<file path="config.mk">
export PLATFORM = sky130hd
export DESIGN_NAME = dip_debounce
export DESIGN_NICKNAME = d
export VERILOG_FILES = /design/src/rtl/dip_pkg.sv /design/src/rtl/dip_debounce_bit.sv /design/src/rtl/dip_debounce.sv
export SDC_FILE = /design/constraint.sdc
export NUM_CORES = 1
export LEC_CHECK = 0
export CAP_MARGIN = 20
export CORE_AREA = 2 2 181 183
export CTS_CLUSTER_SIZE = 16
export DETAILED_ROUTE_END_ITERATION = 7
export DIE_AREA = 0 0 183 185
export PLACE_DENSITY = 0.47
export SLEW_MARGIN = 20
export SYNTH_ARGS = -nofsm -noshare
export SYNTH_HDL_FRONTEND = slang
export SYNTH_SLANG_ARGS = --single-unit
</file>
<file path="constraint.sdc">
create_clock -name clk_16mhz -period 3.6 [get_ports clk_16mhz]
set_clock_uncertainty 0.2 [all_clocks]
set_input_delay 0.54 -clock clk_16mhz [delete_from_list [all_inputs] [get_ports clk_16mhz]]
set_output_delay 0.54 -clock clk_16mhz [all_outputs]
set_load 0.01 [all_outputs]
</file>
<file path="src/rtl/dip_pkg.sv">
// Shared constants for the DIP-switch conditioning path.
package dip_pkg;
  localparam int DEBOUNCE_10MS_16MHZ = 160000;
  localparam int SYNC_STAGES         = 2;
endpackage

</file>
<file path="src/rtl/dip_debounce_bit.sv">
// One switch line: 2-flop synchroniser, stability counter, debounced level
// and registered rise/fall strobes.
module debounce_bit
  import dip_pkg::*;
#(
  parameter int STABLE_CYCLES = DEBOUNCE_10MS_16MHZ,
  parameter int CNT_W         = $clog2(STABLE_CYCLES + 3)
) (
  input  logic clk_16mhz,
  input  logic rst_n,
  input  logic raw,
  input  logic valid_q,
  output logic level,
  output logic rise,
  output logic fall
);
  logic [SYNC_STAGES-1:0] r_sync;   // [0] = m, [SYNC_STAGES-1] = s
  logic [CNT_W-1:0]       r_cnt;
  logic                   r_level;
  logic                   r_rise;
  logic                   r_fall;
  logic                   w_s;
  logic                   w_mismatch;
  logic                   w_accept;

  assign w_s        = r_sync[SYNC_STAGES-1];
  assign w_mismatch = (w_s != r_level);
  assign w_accept   = w_mismatch && (r_cnt == CNT_W'(STABLE_CYCLES - 1));

  // Shift the raw asynchronous level into the clock domain.
  always_ff @(posedge clk_16mhz or negedge rst_n) begin
    if (!rst_n) r_sync <= '0;
    else        r_sync <= {r_sync[SYNC_STAGES-2:0], raw};
  end

  // Count consecutive mismatches; any match discards the partial count.
  always_ff @(posedge clk_16mhz or negedge rst_n) begin
    if (!rst_n) begin
      r_cnt   <= '0;
      r_level <= 1'b0;
    end else if (!w_mismatch) begin
      r_cnt   <= '0;
    end else if (w_accept) begin
      r_cnt   <= '0;
      r_level <= w_s;
    end else begin
      r_cnt   <= r_cnt + 1'b1;
    end
  end

  // Strobes land in the same cycle the new level appears; startup flips
  // (before valid) are silent.
  always_ff @(posedge clk_16mhz or negedge rst_n) begin
    if (!rst_n) begin
      r_rise <= 1'b0;
      r_fall <= 1'b0;
    end else begin
      r_rise <= w_accept &  w_s & valid_q;
      r_fall <= w_accept & ~w_s & valid_q;
    end
  end

  assign level = r_level;
  assign rise  = r_rise;
  assign fall  = r_fall;
endmodule

</file>
<file path="src/rtl/dip_debounce.sv">
// Debounced PMOD DIP-switch byte with startup window and edge strobes.
module dip_debounce
  import dip_pkg::*;
#(
  parameter int WIDTH         = 8,
  parameter int STABLE_CYCLES = DEBOUNCE_10MS_16MHZ,
  parameter int CNT_W         = $clog2(STABLE_CYCLES + 3)
) (
  input  logic             clk_16mhz,
  input  logic             rst_n,
  input  logic [WIDTH-1:0] sw_in,
  output logic [WIDTH-1:0] sw_out,
  output logic             sw_valid,
  output logic [WIDTH-1:0] rise,
  output logic [WIDTH-1:0] fall,
  output logic             changed
);
  logic [CNT_W-1:0] r_start;
  logic             r_valid;

  // Startup window: valid on edge STABLE_CYCLES+2 after release, the same
  // edge on which lines already high at release are accepted.
  always_ff @(posedge clk_16mhz or negedge rst_n) begin
    if (!rst_n) begin
      r_start <= '0;
      r_valid <= 1'b0;
    end else if (!r_valid) begin
      r_start <= r_start + 1'b1;
      r_valid <= (r_start == CNT_W'(STABLE_CYCLES + 1));
    end
  end

  for (genvar i = 0; i < WIDTH; i++) begin : g_bit
    debounce_bit #(
      .STABLE_CYCLES (STABLE_CYCLES),
      .CNT_W         (CNT_W)
    ) u_bit (
      .clk_16mhz (clk_16mhz),
      .rst_n     (rst_n),
      .raw       (sw_in[i]),
      .valid_q   (r_valid),
      .level     (sw_out[i]),
      .rise      (rise[i]),
      .fall      (fall[i])
    );
  end

  assign sw_valid = r_valid;
  // OR of registered strobes, so it is glitch-free and coincident with them.
  assign changed  = |(rise | fall);
endmodule

</file>
=== Yosys cells after proc, flatten, opt, wreduce, memory -nomap -nowiden ===
Index checks and enable logic that the tools add are counted.

* Add/sub/neg operators: 9
* $mul: 0
* Div/mod/pow operators: 0
* $lt $le $gt $ge: 0
* Equality and inequality tests: 17
* Shift-type cells: 0
* Multiplexer cells: 17
* Bitwise logic cells: 41
* Reduce and logical (&&, ||, !) cells: 17

{| class="wikitable"
|+ Operators with widths
! kind !! number
|-
| 2-to-1 mux 18 bit || 16
|-
| adder 18 x 1 -> 18 bit, second input constant || 9
|-
| == test 18 bit, second input constant || 9
|-
| bitwise AND 1 bit || 32
|-
| AND reduction 2 bit || 8
|-
| logical AND 1 bit || 8
|-
| != test 1 bit || 8
|-
| inverter 1 bit || 8
|-
| OR 8 bit || 1
|-
| OR reduction 8 bit || 1
|-
| 2-to-1 mux 1 bit || 1
|}

* Register bits: 203
* Bits in latches: 0
* Bits in writable memories: 0
* ROM bits: 0
* Input bits: 10
* Output and inout bits: 26
* Word-level logic and storage cells: 143
* Memories kept: 0

=== Logic depth before layout (Yosys ltp) ===
Gate-level depths: netlist (run 1).

* Depth in word-level cells: 4
* Mapped depth: 7
* Mapped depth without buffers: 5

=== Cells and area by module ===
Synthesis (run 1) repeated with hierarchy kept, for this count alone.

* Cell total of the unflattened synthesis: 886
* Area, all modules: 9591.7 um2

{| class="wikitable"
|+ Modules (own cells, without submodules)
! module !! times used !! cells each !! area an instance (um2) !! seq. area each (um2)
|-
| debounce_bit || 8 || 100 || 1081.0 || 575.6
|-
| dip_debounce || 1 || 86 || 943.4 || 475.5
|}

=== Worst setup path before layout (run 1) ===
OpenSTA, ideal clock, no wires.

* Path type: reg-to-reg
* Start: register g_bit[0].u_bit.r_cnt[11]
* End: register g_bit[0].u_bit.r_level
* Arrival: 1.696 ns
* Setup slack: 1.580 ns
* Cell stages (with the launch flop): 4
* Path buffers: 0
* Period minus slack after synthesis: 2.020 ns
* Cell sequence: dfrtp_1 > or4_4 > nor4_1 > mux2_2

* Cells in the longest elaborated chain, start to end: 3

{| class="wikitable"
|+ RTL lines
! item !! line !! RTL
|-
| start: declaration || dip_debounce_bit.sv:18 || <nowiki>logic [CNT_W-1:0] r_cnt;</nowiki>
|-
| start signal: assignment || dip_debounce_bit.sv:47 || <nowiki>r_cnt <= r_cnt + 1'b1;</nowiki>
|-
| == test 18 bit || dip_debounce_bit.sv:28 || <nowiki>assign w_accept = w_mismatch && (r_cnt == CNT_W'(STABLE_CYCLES - 1));</nowiki>
|-
| logical AND 1 bit || dip_debounce_bit.sv:28 ||
|-
| AND reduction 2 bit (no line) || n/a ||
|-
| end signal: assignment || dip_debounce_bit.sv:45 || <nowiki>r_level <= w_s;</nowiki>
|-
| end: declaration || dip_debounce_bit.sv:19 || <nowiki>logic r_level;</nowiki>
|}

Every way passes these cells.
A chain may end at the register's enable or synchronous reset.

=== Final worst setup path (run 1) ===
* Start: register g_bit[5].u_bit.r_rise
* End: output changed

* Cells in the longest elaborated chain, start to end: 2

{| class="wikitable"
|+ RTL lines
! item !! line !! RTL
|-
| start: declaration || dip_debounce_bit.sv:20 || <nowiki>logic r_rise;</nowiki>
|-
| start signal: assignment || dip_debounce_bit.sv:58 || <nowiki>r_rise <= w_accept & w_s & valid_q;</nowiki>
|-
| OR 8 bit || dip_debounce.sv:50 || <nowiki>assign changed = |(rise | fall);</nowiki>
|-
| OR reduction 8 bit || dip_debounce.sv:50 ||
|-
| end: declaration || dip_debounce.sv:16 || <nowiki>output logic changed</nowiki>
|}

Every way passes these cells.

==> results of run 1 <==
-- synthesized netlist by cell type, drive strengths merged (2+ instances only) --
library cell | n | share of area (%)
a21oi | 17 | 0.90
a31o | 4 | 0.37
a41o | 3 | 0.32
and2 | 4 | 0.26
and3 | 14 | 0.93
and4 | 6 | 0.56
and4b | 15 | 1.6
buf | 32 | 2.4
clkbuf | 10 | 0.40
dfrtp | 203 | 54
ha | 10 | 1.3
inv | 29 | 1.2
mux2 | 8 | 0.95
nand2 | 37 | 1.5
nand2b | 2 | 0.13
nand3 | 54 | 2.9
nand4 | 41 | 2.9
nand4b | 2 | 0.19
nor2 | 150 | 5.9
nor3 | 35 | 1.9
nor4 | 39 | 2.6
nor4b | 8 | 0.74
o21ai | 18 | 0.95
or2 | 4 | 0.26
or3 | 20 | 1.3
or4 | 7 | 0.63
xnor2 | 106 | 9.8
xor2 | 30 | 2.8
-- kinds of logic (layout without fill, tap and decap cells) --
| kind of cell | after synthesis | in the layout | share of synthesized area, % |
|---|---|---|---|
| simple gates | 442 | 442 | 24.6 |
| flops | 203 | 203 | 53.7 |
| xor+xnor | 136 | 136 | 12.6 |
| buf+inv | 71 | 113 | 3.94 |
| compound gates | 43 | 43 | 2.83 |
| fa+ha+maj | 10 | 10 | 1.32 |
| mux | 9 | 9 | 1.06 |
-- per-stage QoR --
step	instance area, um2	setup slack (ps)	utilization, %
5_1_grt	11000	495	34.2
4_1_cts	11000	568	34.2
3_3_place_gp	10100	1140	31.6
3_5_place_dp	10100	1140	31.6
6_report	11000	620	34.2
2_1_floorplan	9460	1580	-
-- repair_timing --
item	in CTS	in global routing
setup buffers	0	0
endpoints found under the hold margin	88	0
hold buffers	1	0
-- layer usage --
layer | part of all wire, % | vias to the layer above
li1 | - | 3216
met1 | 50 | 3097
met2 | 44 | 66
met3 | 2.9 | 35
met4 | 2.5 | 0
met5 | 0 | -
-- flip-flops by register name, summed over array words and instances, names as in the netlist --
signal              cells
g_bit.u_bit.fall        8
g_bit.u_bit.level       8
g_bit.u_bit.r_cnt     144
g_bit.u_bit.r_sync     16
g_bit.u_bit.rise        8
r_start                18
sw_valid                1
-- worst register-to-register path, delay by kind of cell (launching register included) --
family             cells  cell delay [ps]
AOI/OAI and AO/OA      1              930
and+or+nand+nor        3              740
DFF                    1              410
-- area by class of cell --
cell class,instances,area [um2]
fillers,3303,21100
flip-flops and latches,203,5080
multi-input cells,640,4010
clock buffers,35,733
well taps,408,510
repair buffers,40,420
inverters,29,109
clock inverters,9,98.8
-- power by group through the flow --
| stage | Clock [mW] | Sequential (mW) | Combinational [mW] |
|---|---|---|---|
| final | 2.50 | 2.34 | 0.142 |
| after global routing | 2.69 | 2.35 | 0.169 |
| after CTS | 2.60 | 2.34 | 0.151 |
| after detailed placement | 0 | 2.38 | 0.149 |
| after global placement | 0 | 2.38 | 0.150 |
| after floorplan | 0 | 2.38 | 0.0699 |
-- how the worst max path moves through the flow --
stage                              end  slack [ps]
2_1_floorplan     g_bit[0].u_bit.level        1580
3_3_place_gp                   changed        1140
3_5_place_dp   g_bit[0].u_bit.r_cnt[4]        1140
4_1_cts                        changed         570
5_1_grt                        changed         500
6_report                       changed         620
==> results.yml, run 1 <==
run_status:
  outcome: "complete, no violations"
drt:
  drt-total-wl_mm: 19.2
  drc: 0
  ant_nets: 0
  drt_first_pass_iters: 6
  wire_per_inst_um: 14.0
  avgViaCountPerCell: 4.70
  num_vias: 6414
  drt_iter0_drc: 264
worst_hold_path:
  holdCritStartpoint: "g_bit[2].u_bit.r_sync[0]"
  holdPathEnd: "g_bit[2].u_bit.r_sync[1]"
  hold-path-cell-count: 0
  min_path_type: "reg -> reg"
placement:
  dp_hpwl_mm: 12.8
  place_congestion: 0.735
  post-place-cells: 1319
  portBuffers: 35
run:
  maxCapViolCount: 0
final_layout:
  fin_nets: 958
  final_layout_size_suffix_gt1_share_pct: 7.22
  diodes: 0
  final_common_cell: "dfrtp_1"
  final_cell_count_no_fill: 1364
  syn_to_final_growth_pct: 15.8
  mostFrequentLayoutCells: "dfrtp_1 (203), nor2_1 (150), xnor2_1 (106)"
setup_path:
  path_cells: "nor4_1, nand4_1, clkdlybuf4s50_1"
  startpoint_type: "register"
  slowest_delay_ps: 630
  r2r-start: "g_bit[0].u_bit.r_cnt[12]"
  cp.required_ps: 2860
  r2r_setup_slack_ps: 1170
  crit_type: "reg -> out"
  worst_path_dominant_cell_family: "simple AND/OR/NAND/NOR gates"
  worstReg2RegEnd: "g_bit[0].u_bit.r_cnt[12]"
  startpoint: "g_bit[5].u_bit.rise"
  cp_slowest_cell: "nor4_1"
  cp.depth: 3
  worstPathMaxFanout: 2
  reg2regPathDepth: 4
  path_buf_inv: 1
  worstPathArrival_ps: 2240
  cp-end-kind: "output port"
power_and_ir_drop:
  p_leak_nw: 4.46
  pwr-share-comb_pct: 2.8
  p_int_mw: 3.91
  p_seq_share_pct: 47.0
  swShare_pct: 21.6
  p_clk_share_pct: 50.2
  vdd_drop_max_v: 0.000302
  powerDensity_mw_per_mm2: 455
  power_mw: 4.99
  p_switching_mw: 1.08
global_routing:
  use_met3_pct: 2.03
  met1_usage_pct: 17.1
  grt.busiest_layer: "met2"
  grt_max_degree: 92
  antenna_found_initial: 0
  grt_pass1_vias: 6443
  grt_pass1_wl_mm: 33.3
  grt_use_total_pct: 11.9
  grt-ovfl-total: 0
  grtUsageMet2_pct: 18.6
sta:
  whs_ps: 148
  timing.fmax_mhz: 336
  rsz0062_at_grt: "no"
  finalMaxSlewViolations: 0
  setup_viol: 0
  fin_crit_sh_pct: 82.8
  tightest_slew_ps: 973
  relSlewSlack_pct: 34.9
  tns_ps: 0
  period_minus_slack_ps: 2980
  hold_violations: 0
synthesis:
  synth_edf_count: 0
  synth_ff_type: "dfrtp_1"
  ys_async_sr_fraction_pct: 100
  synth.distinct_cells: 39
  syn_area_per_cell_um2: 10.4
  synth.cell_area_mm2: 0.00946
  ys_warn_count: 0
  synthCells: 914
  seq_area_frac_synth_pct: 53.7
  synth.net_count: 934
  synth_seq_cells: 203
die:
  core_mm2: 0.0320
  pin_count: 36
  die_y_um: 185
  dieArea_mm2: 0.0339
  start_util_pct: 29.5
  fp.dieW_um: 183
  rows: 66
clocking:
  htreeDepth: 1
  cts_tree: "done"
  cts_buffers: 24
  root_buffer: "clkbuf_16"
  cts.clk_slew.worst_paths_ps: 60
  cts_resized: 0
  clk_latency_ps: 510
  clock-sinks: 203
  clockBufferDepth: 3
Note: power is estimated with default switching activity, not from simulation.
==> run 2: changes to the inputs <==
Settings changed: PLACE_DENSITY 0.47 to 0.48.
Clock period 3.6 ns to 2.65 ns, I/O delays scaled along.
==> run 2 against run 1 <==
Effect of this change:
- die area did not move
- design area rose by 0.46%
- global-route usage fell by 0.27 points
- sequential share of layout area fell by 0.21 points
- combinational power rose by 42%
- first-iteration DRC count rose by 19%
- power rose by 31%
- via count rose by 0.53%
- clock power rose by 26%
- sequential power rose by 36%
- cell count rose by 0.88%
==> results.yml, run 2 (same netlist as run 1, synthesis figures left out) <==
die:
  fp.dieW_um: 183
  pin_count: 36
  rows: 66
  dieArea_mm2: 0.0339
  start_util_pct: 29.5
  die_y_um: 185
  core_mm2: 0.0320
global_routing:
  grt_max_degree: 55
  grt_pass1_wl_mm: 32.7
  grt-ovfl-total: 0
  grt_use_total_pct: 11.7
  antenna_found_initial: 0
  grt_pass1_vias: 6368
drt:
  avgViaCountPerCell: 4.69
  drt-total-wl_mm: 19.1
  drt_first_pass_iters: 4
  wire_per_inst_um: 13.9
  ant_nets: 0
  drc: 0
  drt_iter0_drc: 313
  num_vias: 6448
clocking:
  clk_latency_ps: 510
  clock-sinks: 203
  clockBufferDepth: 3
  htreeDepth: 1
  root_buffer: "clkbuf_16"
  cts.clk_slew.worst_paths_ps: 60
  cts_setup_buffers: 0
  cts_tree: "done"
  cts_buffers: 24
sta:
  fin_crit_sh_pct: 95.7
  rsz0062_at_grt: "no"
  relSlewSlack_pct: 58.8
  finalMaxSlewViolations: 0
  timing.fmax_mhz: 394
  tns_ps: 0
  tightest_slew_ps: 612
  hold_violations: 0
  period_minus_slack_ps: 2540
  whs_ps: 122
  setup_viol: 0
setup_path:
  slowest_delay_ps: 610
  cp.required_ps: 2050
  cp-end-kind: "output port"
  path_cells: "buf_4, clkdlybuf4s50_1"
  worstPathArrival_ps: 1940
  crit_type: "reg -> out"
  cp_slowest_cell: "clkdlybuf4s50_1"
  startpoint_type: "register"
  worstPathMaxFanout: 15
final_layout:
  final_common_cell: "dfrtp_1"
  nFillCells: 3291
  fin_nets: 973
  top_regs: "g_bit.u_bit.r_cnt x144, r_start x18, g_bit.u_bit.r_sync x16"
  largest_reg_flops: 144
  regMostFlops: "g_bit.u_bit.r_cnt"
  mostFrequentLayoutCells: "dfrtp_1 (203), nor2_1 (150), xnor2_1 (106)"
  final_layout_size_suffix_gt1_share_pct: 8.16
  diodes: 0
  syn_to_final_growth_pct: 16.4
run_status:
  outcome: "complete, no violations"
placement:
  place_congestion: 0.727
  portBuffers: 35
  dp_hpwl_mm: 13.1
power_and_ir_drop:
  p_switching_mw: 1.45
  p_int_mw: 5.09
  p_leak_nw: 4.50
  p_seq_share_pct: 48.7
  power_mw: 6.54
  vdd_drop_max_v: 0.000392
  powerDensity_mw_per_mm2: 594
  swShare_pct: 22.1
  p_clk_share_pct: 48.2
  pwr-share-comb_pct: 3.1
run:
  maxCapViolCount: 0
worst_hold_path:
  min_path_type: "in -> reg"
-- run 2: cell count changes in the layout (fill, tap and decap cells not counted), sizes merged --
cell	before	now
buf	5	20
bufinv	2	0
clkbuf	35	38
clkdlybuf4s50	34	33
clkinv	7	3
dlygate4sd2	0	1
-- run 2: final timing paths --
path	slack [ps]	cells past startpoint	from	end
worst max register to register	470	4	g_bit[0].u_bit.r_cnt[12]	g_bit[0].u_bit.level
min in group asynchronous	190	2	rst_n	g_bit[5].u_bit.r_cnt[15]
worst min-delay path	120	1	sw_in[6]	g_bit[6].u_bit.r_sync[0]
worst min register to register	150	0	g_bit[0].u_bit.r_sync[0]	g_bit[0].u_bit.r_sync[1]
max in group asynchronous	1330	3	rst_n	g_bit[1].u_bit.r_sync[0]
worst max-delay path	110	2	sw_valid	sw_valid
-- run 2: power by group through the flow --
stage | logic, mW | registers (mW) | clock network, mW
floorplan | 0.0950 | 3.23 | 0
global placement | 0.210 | 3.24 | 0
detailed placement | 0.209 | 3.24 | 0
CTS | 0.212 | 3.18 | 3.28
global route | 0.237 | 3.19 | 3.39
finish | 0.201 | 3.18 | 3.16
-- run 2: layout make-up --
cell class	count	area, um2	area share [%]
clock inverters	3	15.0	0.136
well taps	408	510	4.64
flip-flops and latches	203	5080	46.1
clock buffers	38	734	6.67
multi-input cells	640	4030	36.6
repair buffers	55	532	4.83
inverters	29	109	0.988
-- run 2: routing by layer --
metal	global-route usage, %	part of all wire [%]
met1	17.0	51
met4	2.98	2.1
met3	2.08	3.5
met5	0	0
met2	17.9	44
-- run 2: stage by stage --
stage	setup slack, ps	util (%)	area, um2	std cells
after CTS	73.6	34.4	11000	1376
after global routing	31.3	34.4	11000	1376
after global placement	414	31.9	10200	1334
after detailed placement	372	31.9	10200	1334
after floorplan	630	-	9460	914
final	113	34.4	11000	1376
-- run 2: timing repair --
action	in CTS	in global routing
setup endpoints to repair	1	0
endpoints found under the hold margin	90	0
gates resized for setup	4	0
hold buffers	1	0
-- run 2: worst max-delay path, delay by kind of cell, from the launching register on --
kind                   cells  cell delay, ps
buffers and inverters      2             900
flip-flops                 1             530
==> run 3: changes to the inputs <==
Settings changed: ABC_AREA set to 0.
==> results of run 3 <==
Same layout as run 2: the final DEF is identical, and so are final timing and power.
